===== config.mk =====
export PLATFORM = sky130hd
export DESIGN_NAME = lag_estimator
export DESIGN_NICKNAME = d
export VERILOG_FILES = /design/src/rtl/lag_est_pkg.sv /design/src/rtl/lag_mac.sv /design/src/rtl/lag_estimator.sv
export SDC_FILE = /design/constraint.sdc
export NUM_CORES = 2
export LEC_CHECK = 0
export BUFFER_PORTS_ARGS = -buffer_cell sky130_fd_sc_hd__buf_2
export CAP_MARGIN = 40
export CORE_MARGIN = 2
export CORE_UTILIZATION = 43
export DETAILED_ROUTE_END_ITERATION = 12
export SYNTH_ARGS = -nofsm -noshare
export SYNTH_HDL_FRONTEND = slang
export SYNTH_HIERARCHICAL = 1
export SYNTH_SLANG_ARGS = --single-unit

===== constraint.sdc =====
create_clock -name clk -period 23.5 [get_ports clk]
set_input_delay 3.525 -clock clk [delete_from_list [all_inputs] [get_ports clk]]
set_output_delay 3.525 -clock clk [all_outputs]
set_load 0.01 [all_outputs]

===== src/rtl/lag_est_pkg.sv =====
// -----------------------------------------------------------------------------
// lag_est_pkg
// Shared definitions for the lag estimator and the variable-delay stage it
// drives: FSM state encoding, accumulator width and lag-index width helpers.
// The lag-index width helper is the single source of truth for the width of
// the estimator's `number` output and the delay stage's select input.
// -----------------------------------------------------------------------------
package lag_est_pkg;

  typedef enum logic [2:0] {
    IDLE,
    CAPTURE,
    MAC,
    CMP,
    DONE
  } state_e;

  // Full-precision correlation width: 2N-bit product summed WIN times.
  function automatic int acc_width(input int n, input int win);
    return 2 * n + $clog2(win);
  endfunction

  // Width of a lag index 0..max_delay-1 (never narrower than one bit).
  function automatic int lag_width(input int max_delay);
    return (max_delay > 1) ? $clog2(max_delay) : 1;
  endfunction

endpackage


===== src/rtl/lag_mac.sv =====
// -----------------------------------------------------------------------------
// lag_mac
// Signed multiply-accumulate for one correlation lag.
//   clk, rst_n : clock, asynchronous active-low reset
//   clr_i      : synchronous accumulator clear (wins over en_i)
//   en_i       : add a_i*b_i this cycle
//   a_i, b_i   : signed N-bit operands
//   acc_o      : value used for best-lag selection; the signed sum, or its
//                magnitude when LAG_ABS_PEAK_EN is defined
// Optional feature macro: LAG_ABS_PEAK_EN (magnitude output).
// -----------------------------------------------------------------------------
module lag_mac #(
  parameter int N     = 16,
  parameter int ACC_W = 38
) (
  input  logic                    clk,
  input  logic                    rst_n,
  input  logic                    clr_i,
  input  logic                    en_i,
  input  logic signed [N-1:0]     a_i,
  input  logic signed [N-1:0]     b_i,
  output logic signed [ACC_W-1:0] acc_o
);

  logic signed [2*N-1:0]   prod;
  logic signed [ACC_W-1:0] acc_q, acc_d;

  assign prod = a_i * b_i;

  always_comb begin
    acc_d = acc_q;
    if (clr_i)     acc_d = '0;
    else if (en_i) acc_d = acc_q + ACC_W'(prod);  // signed cast sign-extends
  end

  always_ff @(posedge clk or negedge rst_n) begin
    if (!rst_n) acc_q <= '0;
    else        acc_q <= acc_d;
  end

`ifdef LAG_ABS_PEAK_EN
  // ACC_W has headroom above the worst-case magnitude, so negation cannot wrap.
  assign acc_o = acc_q[ACC_W-1] ? -acc_q : acc_q;
`else
  assign acc_o = acc_q;
`endif

endmodule


===== src/rtl/lag_estimator.sv =====
// -----------------------------------------------------------------------------
// lag_estimator
// Brute-force cross-correlation lag search. Captures WIN (ref, sig) pairs,
// computes C(d) = sum_k ref[k-d]*sig[k] for d = 0..MAX_DELAY-1 (one lag per
// WIN+1 cycles) and reports the lag with the largest correlation.
//   clk, rst_n    : clock, asynchronous active-low reset
//   start         : begin a new estimate (IDLE only)
//   in_valid      : ref_in/sig_in valid (CAPTURE only)
//   ref_in/sig_in : signed reference / delayed samples
//   busy          : high outside IDLE
//   done          : one-cycle pulse when number/peak are updated
//   number        : best lag, drives the delay stage's select
//   number_valid  : number belongs to the most recently completed run
//   peak          : correlation at the chosen lag
// Optional feature macro: LAG_ABS_PEAK_EN (select on |C(d)|, peak = |C|).
// -----------------------------------------------------------------------------
module lag_estimator
  import lag_est_pkg::*;
#(
  parameter int N         = 16,
  parameter int MAX_DELAY = 32,
  parameter int WIN       = 64,
  // Derived widths; leave at their defaults.
  parameter int ACC_W     = acc_width(N, WIN),
  parameter int LW        = lag_width(MAX_DELAY)
) (
  input  logic                 clk,
  input  logic                 rst_n,
  input  logic                 start,
  input  logic                 in_valid,
  input  logic [N-1:0]         ref_in,
  input  logic [N-1:0]         sig_in,
  output logic                 busy,
  output logic                 done,
  output logic [LW-1:0]        number,
  output logic                 number_valid,
  output logic [ACC_W-1:0]     peak
);

  localparam int KW = (WIN > 1) ? $clog2(WIN) : 1;

  state_e                  state_q;
  logic [KW-1:0]           k_q;
  logic [LW-1:0]           d_q, best_lag_q, number_q;
  logic signed [ACC_W-1:0] best_q, peak_q, cmp_val;
  logic                    busy_q, done_q, nv_q;

  logic signed [N-1:0]     ref_buf_q [WIN];
  logic signed [N-1:0]     sig_buf_q [WIN];

  logic [KW-1:0]           d_ext, rd_idx;
  logic                    mac_en, mac_clr;

  // ref is read d samples behind sig; indices below d contribute nothing,
  // so the wrapped read address there is harmless because the add is gated.
  assign d_ext   = KW'(d_q);
  assign rd_idx  = k_q - d_ext;
  assign mac_en  = (state_q == MAC) && (k_q >= d_ext);
  assign mac_clr = (state_q == CMP);

  always_ff @(posedge clk or negedge rst_n) begin
    if (!rst_n) begin
      for (int i = 0; i < WIN; i++) begin
        ref_buf_q[i] <= '0;
        sig_buf_q[i] <= '0;
      end
    end else if (state_q == CAPTURE && in_valid) begin
      ref_buf_q[k_q] <= ref_in;
      sig_buf_q[k_q] <= sig_in;
    end
  end

  lag_mac #(.N(N), .ACC_W(ACC_W)) u_mac (
    .clk   (clk),
    .rst_n (rst_n),
    .clr_i (mac_clr),
    .en_i  (mac_en),
    .a_i   (ref_buf_q[rd_idx]),
    .b_i   (sig_buf_q[k_q]),
    .acc_o (cmp_val)
  );

  always_ff @(posedge clk or negedge rst_n) begin
    if (!rst_n) begin
      state_q    <= IDLE;
      k_q        <= '0;
      d_q        <= '0;
      best_q     <= '0;
      best_lag_q <= '0;
      busy_q     <= 1'b0;
      done_q     <= 1'b0;
      nv_q       <= 1'b0;
      number_q   <= '0;
      peak_q     <= '0;
    end else begin
      done_q <= 1'b0;
      case (state_q)
        IDLE: if (start) begin
          state_q <= CAPTURE;
          busy_q  <= 1'b1;
          nv_q    <= 1'b0;
          k_q     <= '0;
        end
        CAPTURE: if (in_valid) begin
          if (k_q == KW'(WIN - 1)) begin
            state_q <= MAC;
            k_q     <= '0;
            d_q     <= '0;
          end else begin
            k_q <= k_q + KW'(1);
          end
        end
        MAC: begin
          if (k_q == KW'(WIN - 1)) begin
            state_q <= CMP;
            k_q     <= '0;
          end else begin
            k_q <= k_q + KW'(1);
          end
        end
        CMP: begin
          // Strict compare: on ties the earliest (smallest) lag is kept.
          if (d_q == '0 || cmp_val > best_q) begin
            best_q     <= cmp_val;
            best_lag_q <= d_q;
          end
          if (d_q == LW'(MAX_DELAY - 1)) begin
            state_q <= DONE;
          end else begin
            d_q     <= d_q + LW'(1);
            state_q <= MAC;
          end
        end
        DONE: begin
          number_q <= best_lag_q;
          peak_q   <= best_q;
          done_q   <= 1'b1;
          nv_q     <= 1'b1;
          busy_q   <= 1'b0;
          state_q  <= IDLE;
        end
        default: state_q <= IDLE;
      endcase
    end
  end

  assign busy         = busy_q;
  assign done         = done_q;
  assign number       = number_q;
  assign number_valid = nv_q;
  assign peak         = peak_q;

endmodule


=== After elaboration in Yosys (flattened, before gate mapping) ===
Index checks and enable logic that the tools add are counted.

* Add/sub/neg operators: 4
* Multiply operators: 1
* Order comparisons: 5
* Equality and inequality tests: 11
* Muxes and demuxes: 31
* Bitwise gates (word level): 2
* Reductions and logical operators: 15

{| class="wikitable"
|+ Operators by type and width
! cell !! number
|-
| $bwmux W1024 || 2
|-
| $bmux W16 S6 || 2
|-
| $demux W16 S6 || 1
|-
| $mux W16 || 5
|-
| $mux W38 || 2
|-
| $add A38 B32 Y38 || 1
|-
| $gt A38 B38 Y1 || 1
|-
| $mul A16 B16 Y32 || 1
|-
| $mux W6 || 3
|-
| $pmux W6 S3 || 1
|-
| $mux W3 || 5
|-
| $mux W5 || 3
|-
| $ge A7 B7 Y1 const B || 2
|-
| $not A6 Y7 || 2
|-
| $pmux W3 S4 || 1
|-
| $pmux W5 S2 || 1
|-
| $reduce_and A4 Y1 || 2
|-
| $lt A7 B1 Y1 const B || 1
|-
| $add A6 B1 Y6 const B || 1
|-
| $eq A3 B2 Y1 const B || 2
|-
| $eq A6 B6 Y1 const B || 1
|-
| $ge A6 B5 Y1 || 1
|-
| $ne A2 B2 Y1 const B || 3
|-
| $reduce_bool A2 Y1 || 3
|-
| other kinds (15) || 22
|}

* Register bits after elaboration: 2189
* Input port bits: 36

=== Depth between registers and ports, before layout ===
* Depth in word-level cells: 9
* Depth in mapped cells: 36
* Mapped depth without buffers: 33

=== By module ===
Netlist, hierarchy kept.

{| class="wikitable"
|+ Modules (own cells, without submodules)
! module !! times used !! cells each !! area each (µm²)
|-
| lag_estimator || 1 || 6294 || 95225.1
|-
| lag_mac || 1 || 1387 || 13266.5
|}

=== Worst setup path after synthesis ===
No wires, ideal clock.

* Kind: reg-to-reg
* Start point: reg k_q[0]
* End point: reg u_mac.acc_q[37] (netlist: u_mac/acc_o[37])
* Arrival: 9.255 ns
* Required time: 23.379 ns
* Slack: 14.124 ns
* Cell stages (with the launch flop): 34
* Path buffers: 4
* Period minus slack after synthesis: 9.376 ns
* Cell sequence: dfrtp_1 buf_2 inv_1 ha_1 inv_1 fa_1 buf_1 clkbuf_1 mux4_2 mux4_2 mux4_2 clkbuf_1 nand2_1 inv_1 fa_1 fa_1 inv_1 fa_1 inv_1 fa_1 fa_1 inv_1 fa_1 inv_1 ha_1 a21o_1 o21a_1 a311oi_2 and2_0 a221o_2 a21oi_2 a221oi_2 xnor2_1 a22o_1

* Cells in the longest elaborated chain, start to end: 9

{| class="wikitable"
|+ RTL lines
! element !! RTL line !! source
|-
| start, declared || lag_estimator.sv:43 || <nowiki>logic [KW-1:0] k_q;</nowiki>
|-
| start signal, assigned || lag_estimator.sv:110 || <nowiki>k_q <= k_q + KW'(1);</nowiki>
|-
| start signal, assigned || lag_estimator.sv:118 || <nowiki>k_q <= k_q + KW'(1);</nowiki>
|-
| $sub A6 B5 Y6 || lag_estimator.sv:57 || <nowiki>assign rd_idx = k_q - d_ext;</nowiki>
|-
| $not A6 Y7 (implied by the code) || lag_estimator.sv:78 || <nowiki>.a_i (ref_buf_q[rd_idx]),</nowiki>
|-
| $bmux W16 S6 || lag_estimator.sv:78 ||
|-
| $mux W16 (implied by the code) (2 in a row) || lag_estimator.sv:78 ||
|-
| $mul A16 B16 Y32 || lag_mac.sv:28 || <nowiki>assign prod = a_i * b_i;</nowiki>
|-
| $add A38 B32 Y38 || lag_mac.sv:33 || <nowiki>else if (en_i) acc_d = acc_q + ACC_W'(prod);</nowiki>
|-
| $mux W38 || lag_mac.sv:33 ||
|-
| $mux W38 || lag_mac.sv:32 || <nowiki>if (clr_i) acc_d = '0;</nowiki>
|-
| end signal, assigned || lag_mac.sv:37 || <nowiki>if (!rst_n) acc_q <= '0;</nowiki>
|-
| end signal, assigned || lag_mac.sv:38 || <nowiki>else acc_q <= acc_d;</nowiki>
|-
| end, declared || lag_mac.sv:26 || <nowiki>logic signed [ACC_W-1:0] acc_q, acc_d;</nowiki>
|}

Several ways; a longest one is shown, not always the timed one. The select of a mux whose other input is x is not followed.
A chain may end at the register's enable or synchronous reset.

=== Worst setup path in the final report ===
Ends and elaborated chain as after synthesis.

==> results.cfg <==
[timing]
hold_viol_final = 0
fmax_mhz = 83.59
slew_headroom_pct = 18.11
tns_ns = 0
rsz0062_at_grt = no
setup_viol = 0
fin_worst_skew_ns = 0.05239
worst_pin_slew_ns = 1.228
fin_crit_ns = 11.96
period_share_pct = 50.91
maxSlewViolCount = 0
finalWorstSetupSlack_ns = 11.54

[floorplan]
fp.coreArea_sq_mm = 0.2512
fp-row-count = 184
initial_core_util_pct = 43.19
ios = 82
dieArea_sq_mm = 0.2563
die_h_microns = 506.3
die_x_microns = 506.3

[pwr]
switching_share_pct = 22.06
sequentialPowerShare_pct = 49.8
cellLeakagePower_nw = 60.28
clockPowerShare_pct = 48.2
total_power_mw = 7.571
vdd_drop_max_mv = 0.06327
combPwrFrac_pct = 2.0
p_int_mw = 5.901
power.density_mw_per_mm2 = 62.58
p_switching_mw = 1.670

[clock_tree]
post_cts_buffers = 0
clkSinkCount = 2189
cts_hold_buf = 0
cts_max_level = 4
cts_tree = done
worstSkewPairLatency_ns = 0.91
numCtsBuffers = 223
root_buffer = clkbuf_16
clk_pin_slew_worst_paths_ns = 0.06
clk_path_buf_depth = 3
ctsResizeCount = 0

[flow_run]
cap_viol_max_count = 0

[global_route]
grt_max_degree = 188
grt_pass1_vias = 69390
globalRouteOverflowTotal = 0
antenna_found_initial = 21
grt_use_total_pct = 24.40
grt_pass1_wl_microns = 468200

[setup_path]
crit_path_max_fanout = 47
cp_top_family = adder cells
crit_arrival_ns = 12.72
cp_slowest_cell = fa_4
start_kind = flip-flop
r2r_setup_slack_ns = 11.54
cp-startpoint = k_q[0]
critPathBufInv = 9
timing_worst_setup_path_type = flip-flop to flip-flop
r2r_start = k_q[0]
max_stage_delay_ns = 1.06
worstSetupPathDepth = 31
reg2reg_to = u_mac/acc_o[37]
required_ns = 24.25
r2r_cells = 31
end_kind = flip-flop

[routing]
first_iter_violations = 5302
firstDrtPassIters = 6
drt_wl_total_microns = 311500
wl_per_cell_microns = 28.14
drc = 0
ant_nets = 0
via_per_inst = 5.953
num_vias = 65890

[synth]
synthFlopType = dfrtp_1
synthesis.nets = 8198
synth_edf_count = 0
yosys-top-cells-area = dfrtp_1, mux2_2, mux4_2, fa_1, a22oi_1
async_reset_ff_share_pct = 100.0
synth_top_area_cell = dfrtp_1
ys_warn_count = 6
syn_avg_cell_area_sq_um = 14.12
yosysTopAreaCellShare_pct = 50.49
synth.distinct_cells = 70
synth_seq_cells = 2189
synthCells = 7681
yosysSeqAreaShare_pct = 50.49
synth_area_sq_mm = 0.1085

[hold_path]
hold_path_end = busy
hold_depth = 1
hp-class = flip-flop to flip-flop
hold_start = busy

[placement]
placed_cells = 10640
gp_congestion = 0.8254
hpwl_microns = 188900
portBuffers = 81
placed_area_sq_mm = 0.1134
dp_slack_ns = 11.66

[final_layout]
drive_gt1_share_pct = 41.56
final_cells = 11070
final_common_cell = dfrtp_1
area_growth_pct = 11.53
mostFrequentLayoutCells = dfrtp_1, mux2_2, inv_1
layout.nets = 8037
final_area_sq_mm = 0.1210

[status]
status = finished clean
==> routing by layer <==
layer	wire [microns]	track usage, %	vias up	share of wire (%)
li1	-	-	27420	-
met1	140400	34.85	36150	45
met2	145500	38.75	1856	47
met3	17290	3.839	450	5.6
met4	8251	6.700	14	2.6
met5	92	0	-	0.030
==> synth_stat cells, types with 35 or more instances <==
| cell type | n |
|---|---|
| dfrtp_1 | 2189 |
| a41oi_1 | 40 |
| nand2_1 | 241 |
| buf_2 | 35 |
| fa_1 | 323 |
| a22o_1 | 82 |
| and2_1 | 114 |
| nor2_1 | 74 |
| a31oi_1 | 80 |
| mux2_2 | 2132 |
| inv_1 | 416 |
| mux4_2 | 336 |
| buf_1 | 273 |
| ha_1 | 158 |
| a22oi_1 | 365 |
| a21oi_1 | 64 |
| a221oi_1 | 76 |
| clkbuf_1 | 359 |
==> worst max-delay path by stage <==
stage	to	slack (ns)
after CTS	u_mac/acc_o[37]	11.62
after floorplan	u_mac/acc_o[37]	14.12
after global placement	u_mac/acc_o[37]	11.81
final	u_mac/acc_o[37]	11.54
after global routing	u_mac/acc_o[36]	11.16
after detailed placement	u_mac/acc_o[37]	11.66
==> registers in the layout, indices dropped and copies added (netlist names) <==
| register | count |
|---|---|
| sig_buf_q | 1024 |
| peak | 38 |
| u_mac/acc_o | 38 |
| number | 5 |
| done | 1 |
| ref_buf_q | 1024 |
| k_q | 6 |
| best_q | 38 |
| number_valid | 1 |
| busy | 1 |
| best_lag_q | 5 |
| d_q | 5 |
| state_q | 3 |
==> power groups by stage <==
stage	sequential, mW	combinational (mW)	clock (mW)
4_1_cts	3.77	0.160	3.71
5_1_grt	3.77	0.176	3.87
6_report	3.77	0.155	3.65
2_1_floorplan	3.84	0.0417	0
3_5_place_dp	3.84	0.159	0
3_3_place_gp	3.84	0.143	0
==> cell families after synthesis <==
kind of cell	synth area share, %
mux	29.35
flops	50.49
buf+inv	3.870
compound gates	5.554
simple gates	2.603
fa+ha+maj	7.782
xor+xnor	0.3471
==> through the flow <==
step | hold slack, ns | utilization [%]
final | 0.4878 | 48.17
after global routing | 0.5037 | 48.16
after CTS | 0.4910 | 48.15
after detailed placement | 0.4774 | 45.14
after global placement | 0.4627 | 44.64
after floorplan | 0.4738 | -
==> final cells by class <==
class | count | area (sq um)
repair buffers | 290 | 2969
clock buffers | 356 | 6720
inverters | 416 | 1562
well taps | 3348 | 4189
clock inverters | 60 | 839.6
multi-input cells | 4400 | 49910
diodes | 10 | 25.02
flip-flops and latches | 2189 | 54780
fillers | 21510 | 130200
(Power assumes the default switching activity.)
